`src/rtl/bp_update.sv`:
```
// Branch-predictor update engine: queues resolved branches and applies a 2-bit
// saturating read-modify-write to bp_cache. Optional stats via BP_UPDATE_STATS_EN.
module bp_update #(
  parameter int unsigned FIFO_DEPTH      = 4,
  parameter logic [1:0]  CTR_TAKEN_INIT  = 2'b10,
  parameter logic [1:0]  CTR_NTAKEN_INIT = 2'b01
) (
  input  logic        clk,
  input  logic        reset,
  input  logic        upd_valid,
  output logic        upd_ready,
  input  logic [31:0] upd_pc,
  input  logic        upd_taken,
  output logic [31:0] cache_ra,
  input  logic [31:0] cache_dout,
  input  logic        cache_hit,
  output logic [31:0] cache_wa,
  output logic [31:0] cache_din,
  output logic        cache_we,
  output logic        busy
`ifdef BP_UPDATE_STATS_EN
  ,
  output logic [15:0] upd_count,
  output logic [15:0] alloc_count
`endif
);

  localparam int unsigned AW = $clog2(FIFO_DEPTH);
  localparam logic [AW:0] FULL_CNT = (AW+1)'(FIFO_DEPTH);

  typedef enum logic [1:0] {
    IDLE   = 2'd0,
    LOOKUP = 2'd1,
    WRITE  = 2'd2
  } state_t;

  state_t          state_q, state_d;
  logic [32:0]     mem_q [FIFO_DEPTH];
  logic [32:0]     mem_d [FIFO_DEPTH];
  logic [AW-1:0]   wr_ptr_q, wr_ptr_d;
  logic [AW-1:0]   rd_ptr_q, rd_ptr_d;
  logic [AW:0]     count_q, count_d;
  logic            hit_q, hit_d;
  logic            cache_we_q, cache_we_d;
  logic [31:0]     cache_ra_q, cache_ra_d;
  logic [31:0]     cache_wa_q, cache_wa_d;
  logic [31:0]     cache_din_q, cache_din_d;
  logic            upd_ready_q, upd_ready_d;
  logic            busy_q, busy_d;
`ifdef BP_UPDATE_STATS_EN
  logic [15:0]     upd_count_q, upd_count_d;
  logic [15:0]     alloc_count_q, alloc_count_d;
`endif

  logic            push;
  logic            pop;
  logic [32:0]     head;
  logic [AW:0]     remain;
  logic [31:0]     next_pc;
  logic [1:0]      new_ctr;
  logic            unused_s;

  // 2-bit saturating counter update; a miss allocates from the init values
  function automatic logic [1:0] next_ctr(input logic hit, input logic [1:0] ctr,
                                          input logic taken);
    logic [1:0] r;
    if (hit) begin
      if (taken) begin
        r = (ctr == 2'b11) ? 2'b11 : ctr + 2'b01;
      end else begin
        r = (ctr == 2'b00) ? 2'b00 : ctr - 2'b01;
      end
    end else begin
      r = taken ? CTR_TAKEN_INIT : CTR_NTAKEN_INIT;
    end
    return r;
  endfunction

  assign unused_s = ^{cache_dout[31:2], hit_q};

  // Next-state logic for the queue, FSM and registered outputs
  always_comb begin
    push    = upd_valid && upd_ready_q;
    pop     = (state_q == WRITE);
    head    = mem_q[rd_ptr_q];
    new_ctr = next_ctr(cache_hit, cache_dout[1:0], head[0]);

    mem_d = mem_q;
    if (push) begin
      mem_d[wr_ptr_q] = {upd_pc, upd_taken};
    end else begin
      mem_d[wr_ptr_q] = mem_q[wr_ptr_q];
    end
    wr_ptr_d = push ? wr_ptr_q + AW'(1) : wr_ptr_q;
    rd_ptr_d = pop  ? rd_ptr_q + AW'(1) : rd_ptr_q;

    case ({push, pop})
      2'b10:   count_d = count_q + (AW+1)'(1);
      2'b01:   count_d = count_q - (AW+1)'(1);
      default: count_d = count_q;
    endcase

    // Head after this edge; an entry pushed into an otherwise empty queue bypasses the array
    remain  = pop ? count_q - (AW+1)'(1) : count_q;
    next_pc = (remain == '0) ? upd_pc : mem_q[rd_ptr_d][32:1];

    case (state_q)
      IDLE:    state_d = (count_q != '0) ? LOOKUP : IDLE;
      LOOKUP:  state_d = WRITE;
      WRITE:   state_d = (count_d != '0) ? LOOKUP : IDLE;
      default: state_d = IDLE;
    endcase

    hit_d       = (state_q == LOOKUP) ? cache_hit : hit_q;
    cache_we_d  = (state_d == WRITE);
    cache_wa_d  = (state_d == WRITE)  ? head[32:1] : 32'd0;
    cache_din_d = (state_d == WRITE)  ? {30'd0, new_ctr} : 32'd0;
    cache_ra_d  = (state_d == LOOKUP) ? next_pc : 32'd0;
    upd_ready_d = (count_d != FULL_CNT);
    busy_d      = (count_d != '0) || (state_d != IDLE);

`ifdef BP_UPDATE_STATS_EN
    upd_count_d   = pop ? upd_count_q + 16'd1 : upd_count_q;
    alloc_count_d = (pop && !hit_q) ? alloc_count_q + 16'd1 : alloc_count_q;
`endif
  end

  // State registers with synchronous active-low reset
  always_ff @(posedge clk) begin
    if (!reset) begin
      state_q     <= IDLE;
      wr_ptr_q    <= '0;
      rd_ptr_q    <= '0;
      count_q     <= '0;
      hit_q       <= 1'b0;
      cache_we_q  <= 1'b0;
      cache_ra_q  <= 32'd0;
      cache_wa_q  <= 32'd0;
      cache_din_q <= 32'd0;
      upd_ready_q <= 1'b1;
      busy_q      <= 1'b0;
`ifdef BP_UPDATE_STATS_EN
      upd_count_q   <= 16'd0;
      alloc_count_q <= 16'd0;
`endif
    end else begin
      state_q     <= state_d;
      mem_q       <= mem_d;
      wr_ptr_q    <= wr_ptr_d;
      rd_ptr_q    <= rd_ptr_d;
      count_q     <= count_d;
      hit_q       <= hit_d;
      cache_we_q  <= cache_we_d;
      cache_ra_q  <= cache_ra_d;
      cache_wa_q  <= cache_wa_d;
      cache_din_q <= cache_din_d;
      upd_ready_q <= upd_ready_d;
      busy_q      <= busy_d;
`ifdef BP_UPDATE_STATS_EN
      upd_count_q   <= upd_count_d;
      alloc_count_q <= alloc_count_d;
`endif
    end
  end

  // Reset must suppress a write already scheduled for this edge
  assign cache_we  = cache_we_q && reset;
  assign cache_ra  = cache_ra_q;
  assign cache_wa  = cache_wa_q;
  assign cache_din = cache_din_q;
  assign upd_ready = upd_ready_q;
  assign busy      = busy_q;
`ifdef BP_UPDATE_STATS_EN
  assign upd_count   = upd_count_q;
  assign alloc_count = alloc_count_q;
`endif

endmodule

```
`config.mk`:
```
export PLATFORM = sky130hd
export DESIGN_NAME = bp_update
export DESIGN_NICKNAME = d
export VERILOG_FILES = /design/src/rtl/bp_update.sv
export SDC_FILE = /design/constraint.sdc
export NUM_CORES = 1
export LEC_CHECK = 0
export BUFFER_PORTS_ARGS = -buffer_cell sky130_fd_sc_hd__buf_2
export CELL_PAD_IN_SITES_DETAIL_PLACEMENT = 0
export CELL_PAD_IN_SITES_GLOBAL_PLACEMENT = 2
export CORE_AREA = 2 2 180 182
export DETAILED_ROUTE_END_ITERATION = 10
export DIE_AREA = 0 0 182 184
export MAX_ROUTING_LAYER = met4
export PLACE_DENSITY = 0.82
export SLEW_MARGIN = 25
export SYNTH_ARGS = -nofsm -noshare
export SYNTH_HDL_FRONTEND = slang
export SYNTH_SLANG_ARGS = --single-unit
```
`constraint.sdc`:
```
create_clock -name clk -period 5.9 [get_ports clk]
set_input_delay 0.59 -clock clk [delete_from_list [all_inputs] [get_ports clk]]
set_output_delay 0.59 -clock clk [all_outputs]
set_load 0.02 [all_outputs]
```
==> metrics.md, run 1 <==
| Metric | Value |
|---|---|
| Status | `finished, final reports clean` |
| Non-filler cells in the finished layout | `roughly 1400` |
| Sequential area share after synthesis | `50.7%` |
| Post-CTS Setup Bufs | `0` |
| TritonCTS clock tree | `done` |
| CP Max Fanout | `29` |
| Arrival @ worst endpoint | `3.33 ns` |
| Routed wire length per instance | `20.6 µm` |
| Worst setup SP type | `flop` |
| CTS Buf Count | `25` |
| Internal Dissipation | `3390 µW` |
| Largest net degree at the start of global routing | `79` |
| Ant diodes | `0` |
| Total of fill cells in the finished design | `3000` |
| Count of maximum capacitance violations | `0` |
| Mean area per synthesized cell | `~13 µm²` |
| Global-route wire length before repair | `42300 µm` |
| Total number of vias | `6839` |
| Max Clock Freq | `344 MHz` |
| Actual transition at the worst max-transition pin | `1.07 ns` |
| Maximum buffer depth of the clock tree | `3` |
| Switching share of power | `33.7%` |
| Setup repair after global routing missed its margin | `no` |
| Count of final hold-check violations | `0` |
| Cell area after synthesis | `10900 µm²` |
| Placer Congestion | `0.753` |
| Crit share post-route | `49.3%` |
| Remaining Overflow, GRT | `0` |
| Final-report max-slew violation count | `0` |
| Detailed Routing Iterations Pass 1 | `5` |
| Effective utilization at floorplan | `34.6%` |
| Area growth from synthesis to final layout | `14.7%` |
| Initial antenna violation count | `0` |
| Required @ worst endpoint | `around 6.3 ns` |
| Clock transition at path regs | `approximately 0.06 ns` |
| Final Skew | `around 0.017 ns` |
| Latest clock arrival within the worst-skew pair | `0.53 ns` |
| Min cycle time layout | `just under 3 ns` |
| Sum Neg Setup Slack | `0 ns` |
| # hold bufs at CTS | `0` |
| Start-to-end type of the worst setup path | `flop to flop` |
| Setup violation total in the final timing report | `0` |
| Switch Pwr | `1720 µW` |
| DRC violation count after routing | `0` |
| Nature of the critical path endpoint | `flop` |
| Library cell used as clock root buffer | `clkbuf_16` |
| Deepest level of the CTS H-tree | `1` |
| CTS Sinks | `roughly 210` |
| Number of global-route vias before repair | `7109` |
| Nets@finish | `1009` |
| Cells after DPL | `between 1000 and 1500` |
| Comb pwr share | `roughly 33%` |
| Number of top-level pins | `approximately 170` |
| Final HPWL from detailed placement | `16100 µm` |
| Leakage component of the power | `between 0.004 and 0.005 µW` |
| Area share of the largest cell type after synthesis | `between 30% and 40%` |
| Number of cells produced by synthesis | `845` |
| Floorplan die width | `about 180 µm` |
| Number of buffer cells added on primary ports | `about 110` |
| Library cells used by synthesis | `~50` |
| Synthesis warning total | `0` |
| Final worst slack | `around 3 ns` |
| Std-Cell Core Area | `31400 µm²` |
| Dominant cell type by area after synthesis | `edfxtp_1` |
| Clock share of power | `~30%` |
| Standard-cell row count | `65` |
| Vias per cell | `5.05` |
| Pre-CTS setup slack | `2.98 ns` |
| Area of the die | `33500 µm²` |
| Relative max-transition margin | `28.6%` |
| Total detailed-routing wirelength | `around 28000 µm` |
| Remaining antenna violation count after routing | `0` |
| Worst ir drop on vdd | `0.225 mV` |
| Sequential Power Share | `roughly 37%` |
| Dominant cells by area after synthesis | `edfxtp_1, mux4_2, dfxtp_1` |
| Starting DRC count in detailed routing | `457` |
| Yosys reg bits | `209` |
| Fraction of final layout cells sized beyond drive strength 1 | `27.7%` |
| Power per cell area | `410 nW/µm²` |
| GRT Resource Usage Total | `between 10% and 20%` |
| Y dimension of the die | `184 µm` |
| Number of resized instances in the post-cts repair step | `0` |
| Worst min-delay path category | `input port to flop` |
-- layout make-up --
cell class,instances,area (µm²),share of cell area (%)
clock buffer,36,707,5.67
clock inverter,9,98.8,0.793
inverter,10,37.5,0.301
multi-input combinational,566,4940,39.6
sequential,209,5520,44.3
tap,402,503,4.04
timing repair buffer,121,661,5.30
-- cells in the mapped netlist, drive strengths merged --
| master | number |
|---|---|
| o221a | 1 |
| a21oi | 43 |
| clkinv | 1 |
| nor4 | 1 |
| and4 | 1 |
| clkbuf | 36 |
| nand2b | 30 |
| buf | 53 |
| and2 | 19 |
| nor2 | 6 |
| ha | 7 |
| mux2i | 43 |
| o22ai | 1 |
| o31a | 1 |
| or3 | 1 |
| nor3b | 1 |
| and2b | 1 |
| a311oi | 9 |
| xnor2 | 7 |
| conb | 1 |
| edfxtp | 132 |
| o31ai | 1 |
| inv | 9 |
| nand3 | 4 |
| nor3 | 9 |
| nand2 | 75 |
| o21a | 9 |
| maj3 | 2 |
| xor2 | 2 |
| dfxtp | 77 |
| o21ai | 3 |
| nand3b | 1 |
| and3 | 9 |
| mux4 | 80 |
| o22a | 1 |
| a21boi | 2 |
| a211oi | 11 |
| nor2b | 155 |
-- registers in the layout, indices dropped and copies added (netlist names) --
name       count
state_q        2
mem_q        132
count_q        3
busy           1
rd_ptr_q       2
wr_ptr_q       2
upd_ready      1
cache_ra      32
cache_wa      32
cache_din      2
-- logic make-up after synthesis --
logic type | Yosys count | share of synthesized area (%)
buf+inv | 99 | 5.18
other cells | 1 | 0.0345
simple gates | 313 | 16.2
xor+xnor | 9 | 0.967
flops | 209 | 50.7
compound gates | 82 | 5.31
fa+ha+maj | 9 | 0.990
mux | 123 | 20.7
-- worst paths after layout --
kind / to / depth (start not counted) / slack (ns) / from
hold reg to reg: wr_ptr_q[1] / 2 / 0.56 / upd_ready
setup / recovery: cache_ra[14] / 6 / 2.99 / state_q[1]
hold / removal: cache_ra[27] / 3 / 0.33 / upd_pc[27]
setup reg to reg: cache_ra[14] / 6 / 2.99 / state_q[1]
-- per-stage QoR --
| stage | hold WS (ns) | utilization, % | area (µm²) | total power (µW) |
|---|---|---|---|---|
| 6_report | 0.329 | 39.7 | 12500 | 5100 |
| 5_1_grt | 0.335 | 39.7 | 12500 | 5380 |
| 4_1_cts | 0.313 | 39.6 | 12400 | 5160 |
| 3_5_place_dp | 0.556 | 37.0 | 11600 | 3640 |
| 3_3_place_gp | 0.559 | 37.0 | 11600 | 3630 |
| 2_1_floorplan | 0.584 | - | 11000 | 3180 |
-- metal layers --
| metal | routed length [µm] | track usage [%] | vias to the layer above |
|---|---|---|---|
| li1 | - | - | 3186 |
| met1 | 11400 | 20.9 | 3388 |
| met2 | 14200 | 30.4 | 217 |
| met3 | 1520 | 2.12 | 48 |
| met4 | 667 | 4.58 | 0 |
| met5 | 0 | - | - |
-- critical path: stages, from the launching register on --
cell and delay, ns:
dfxtp_1 0.49, and2b_1 0.74, nand3_1 0.28, o22ai_4 0.47, buf_4 0.47, a211oi_1 0.13
o21a_1 0.21
-- cell usage in the layout, fill, tap and decap left out, types with 3 or more instances in the layout --
cell       synthesis  final
a211oi_1           9      9
a21oi_1           35     35
a21oi_2            8      8
a311oi_1           9      9
and2_1            19     15
and2_2             0      4
and3_1             9      9
buf_2             17    107
buf_4             30     13
clkbuf_1          36      7
clkbuf_16          0     25
clkbuf_8           0      4
clkinv_2           0      4
conb_1             1     30
dfxtp_1           77     73
edfxtp_1         132    132
ha_1               7      7
inv_1              8      8
mux2i_1           43     43
mux4_1             4      4
mux4_2            76     76
nand2_1           75     74
nand2b_1          29     29
nand3_1            4      3
nor2_1             6      6
nor2b_1          155    155
nor3_1             9      9
o21a_1             9      9
o21ai_0            3      3
xnor2_1            5      5
-- power groups by stage --
stage,clock [µW],sequential (µW),combinational (µW)
2_1_floorplan,0,2020,1160
3_3_place_gp,0,1920,1700
3_5_place_dp,0,1930,1710
4_1_cts,1550,1900,1720
5_1_grt,1600,1920,1860
6_report,1510,1890,1700
No activity file was read; power rests on OpenSTA's default activity.
==> inputs of run 2 (changes only) <==
--- a/config.mk
+++ b/config.mk
@@ -5,14 +5,15 @@
 export SDC_FILE = /design/constraint.sdc
 export NUM_CORES = 1
 export LEC_CHECK = 0
+export ABC_AREA = 1
 export BUFFER_PORTS_ARGS = -buffer_cell sky130_fd_sc_hd__buf_2
 export CELL_PAD_IN_SITES_DETAIL_PLACEMENT = 0
 export CELL_PAD_IN_SITES_GLOBAL_PLACEMENT = 2
-export CORE_AREA = 2 2 180 182
+export CORE_AREA = 2 2 185 187
 export DETAILED_ROUTE_END_ITERATION = 10
-export DIE_AREA = 0 0 182 184
+export DIE_AREA = 0 0 187 189
 export MAX_ROUTING_LAYER = met4
-export PLACE_DENSITY = 0.82
+export PLACE_DENSITY = 0.9
 export SLEW_MARGIN = 25
 export SYNTH_ARGS = -nofsm -noshare
 export SYNTH_HDL_FRONTEND = slang
==> constraint.sdc (replaced) <==
create_clock -name clk -period 2.83 [get_ports clk]
set_input_delay 0.283 -clock clk [delete_from_list [all_inputs] [get_ports clk]]
set_output_delay 0.283 -clock clk [all_outputs]
set_load 0.02 [all_outputs]
==> run 2 against run 1 <==
  * Clock skew is 0.0045 ns higher
  * Sequential cell count stayed put
  * First-iteration DRC count is 86% higher
  * Worst setup slack worse by 2.3 ns
  * Register-to-register slack worse by 2.3 ns
  * Synthesized cell count is 67% higher
  * Die area is 5.5% higher
  * Cell area is 3.8% higher
  * Sequential share of layout area is 1.6 points lower
  * Sequential power is 95% higher
  * Critical path depth is 3 higher
  * Global-route usage is 3.0 points higher
  * Largest cell class unchanged
==> metrics.md, run 2 <==
| Metric | Value |
|---|---|
| Mean area per synthesized cell | `~7.9 µm²` |
| Vias per cell | `5.09` |
| Cell-by-cell listing of the critical path | `inv_1 > nand3_2 > buf_4 > buf_4 > nand3_1 > nand3_1 > nand2_1 > a21oi_1 > nor2_1` |
| Register with the most flip-flops | `mem_q` |
| Dominant cell by count in the synthesized netlist | `nand2_1` |
| Clock transition at path regs | `about 0.060 ns` |
| Deepest level of the CTS H-tree | `1` |
| Library cell used as clock root buffer | `clkbuf_16` |
| Floorplan die width | `187 µm` |
| Source of the worst hold timing path | `cache_dout[1]` |
| Area growth from synthesis to final layout | `15.6%` |
| Dominant cells by area after synthesis | `edfxtp_1, dfxtp_1, a21oi_1` |
| GRT Resource Usage Total | `20.2%` |
| Count of maximum capacitance violations | `0` |
| Crit share post-route | `76.8%` |
| Post-CTS Setup Bufs | `0` |
| Count of final hold-check violations | `0` |
| CTS Sinks | `209` |
| Nets@finish | `1557` |
| Setup violation total in the final timing report | `0` |
| Number of cells produced by synthesis | `about 1400` |
| Endpoint of the worst hold-timing path | `cache_din[1]` |
| Actual transition at the worst max-transition pin | `0.882 ns` |
| Total cell area at the placement stage | `12100 µm²` |
| Effective utilization at floorplan | `33.6%` |
| Total number of vias | `between 9000 and 10000` |
| Placer Congestion | `0.815` |
| TritonCTS clock tree | `done` |
| Setup repair after global routing missed its margin | `no` |
| Final Skew | `0.0214 ns` |
| Most frequent cells in the layout | `nand2_1, a21oi_1, inv_1` |
| Relative max-transition margin | `41.1%` |
| CTS Buf Count | `25` |
| Crit-path slowest cell | `buf_4` |
| Y dimension of the die | `189 µm` |
| Source of the worst register-to-register timing path | `state_q[0]` |
| Flip-flop cell with the highest count after synthesis | `edfxtp_1` |
| Dominant cell type by area after synthesis | `edfxtp_1` |
| Worst setup SP type | `flop` |
| Post-layout util | `38.8%` |
| Number of resized instances in the post-cts repair step | `0` |
| Status | `finished, final reports clean` |
| Number of flops mapped to enable cells by yosys | `132` |
| Final worst hold slack | `0.0783 ns` |
| Nature of the critical path endpoint | `flop` |
| Sequential area share after synthesis | `49.2%` |
| Routed wire length per instance | `18.2 µm` |
| Yosys reg bits | `209` |
| R2R depth | `9` |
| Detailed Routing Iterations Pass 1 | `5` |
| Async set or reset register ratio after synthesis | `0%` |
| R2R setup slack | `0.66 ns` |
| Std-Cell Core Area | `approximately 33000 µm²` |
| Most common cell after layout, fill and taps aside | `nand2_1` |
| Number of global-route vias before repair | `about 10000` |
| Sum Neg Setup Slack | `0 ns` |
| Largest net degree at the start of global routing | `67` |
| Crit path largest cell delay | `0.58 ns` |
| Latest clock arrival within the worst-skew pair | `between 0.5 and 0.6 ns` |
| Area of the die | `~35000 µm²` |
| Cell area after synthesis | `11200 µm²` |
| Number of flip-flops under the largest register name | `between 100 and 150` |
| Arrival @ worst endpoint | `2.58 ns` |
| Number of buffer cells added on primary ports | `roughly 110` |
| Ant diodes | `0` |
| Global-route wire length before repair | `54200 µm` |
| Required @ worst endpoint | `3.23 ns` |
| Standard-cell row count | `between 60 and 70` |
| Min cycle time layout | `2.17 ns` |
| Initial antenna violation count | `0` |
| Start-to-end type of the worst setup path | `flop to flop` |
| Design area | `12900 µm²` |
| Worst ir drop on vdd | `between 0.4 and 0.5 mV` |
| Endpoint of the most critical register-to-register path | `cache_ra[0]` |
| # hold bufs at CTS | `1` |
| Maximum buffer depth of the clock tree | `3` |
| Final HPWL from detailed placement | `21100 µm` |
| CP Max Fanout | `46` |
| Library cells used by synthesis | `32` |
| Area share of the largest cell type after synthesis | `~35%` |
| Worst min-delay path category | `input port to flop` |
| Non-filler cells in the finished layout | `1948` |
| Number of top-level pins | `168` |
| Starting DRC count in detailed routing | `around 850` |
| Synthesis warning total | `0` |
| Remaining Overflow, GRT | `0` |
| List of most frequent post-synthesis cells | `nand2_1, a21oi_1, inv_1` |
| Remaining antenna violation count after routing | `0` |
| Power per cell area | `765 nW/µm²` |
| Final-report max-slew violation count | `0` |
| Total of fill cells in the finished design | `3405` |
| Total detailed-routing wirelength | `between 30000 and 40000 µm` |
| Cells after DPL | `1901` |
| Fraction of final layout cells sized beyond drive strength 1 | `13.7%` |
| Hold path cells | `3` |
| Leakage component of the power | `0.00558 µW` |
| Max Clock Freq | `460 MHz` |
| DRC violation count after routing | `0` |
[run 2: cell types whose count changed after synthesis, sizes merged, moves of 101 or more]
cell	delta
inv	+143
nor2b	-155
nor2	+101
nand3	+104
a21oi	+156
nor3	+125
nand2	+132
[run 2: per-layer routing]
layer	global-route usage (%)	share of wire [%]	wire length, µm	vias to the layer above
li1	-	-	-	4857
met1	24.7	42	15100	4642
met2	35.1	49	17400	351
met5	-	0	0	-
met3	2.28	5.7	2020	70
met4	6.50	2.6	926	0
[run 2: how the worst max path moves through the flow]
stage	startpoint	end	cells after the start
2_1_floorplan	wr_ptr_q[1]	mem_q[66]	6
3_3_place_gp	state_q[0]	cache_ra[0]	9
3_5_place_dp	state_q[0]	cache_ra[0]	9
4_1_cts	state_q[0]	cache_ra[0]	9
5_1_grt	state_q[0]	cache_ra[0]	9
6_report	state_q[0]	cache_ra[0]	9
[run 2: worst max-delay path, delay by kind of cell, from the launching register on]
family                 cells  cell delay [ns]
buffers and inverters      3             0.97
AOI/OAI and AO/OA          1             0.24
DFF                        1             0.34
and+or+nand+nor            5             0.46
[run 2: final cells by class]
| type | count | area, µm² | area share, % |
|---|---|---|---|
| clock inverters | 15 | 178 | 1.37 |
| repair buffers | 150 | 911 | 7.05 |
| multi-input cells | 941 | 4500 | 34.8 |
| well taps | 448 | 561 | 4.34 |
| flip-flops and latches | 209 | 5510 | 42.6 |
| clock buffers | 31 | 688 | 5.32 |
| inverters | 154 | 578 | 4.47 |
[run 2: kinds of logic after synthesis]
group | after synthesis | share of synthesized area [%]
flip-flops | 209 | 49.2
adder cells (fa/ha/maj) | 7 | 0.783
AND/OR/NAND/NOR | 566 | 22.2
AO/OA/AOI/OAI | 336 | 16.0
buffers and inverters | 286 | 11.6
XOR/XNOR | 2 | 0.157
other | 1 | 0.0335
[run 2: per-stage QoR]
step | setup WS [ns] | power, µW
finish | 0.657 | 9890
global route | 0.527 | 10400
CTS | 0.695 | 9990
detailed placement | 0.698 | 6580
global placement | 0.695 | 6570
floorplan | 0.787 | 5760
[run 2: power by group]
group | switching, µW | leakage [µW] | internal, µW | total (µW)
clock | 1280 | 0.000429 | 2080 | 3360
sequential | 124 | 0.00190 | 3570 | 3690
combinational | 1990 | 0.00325 | 840 | 2830
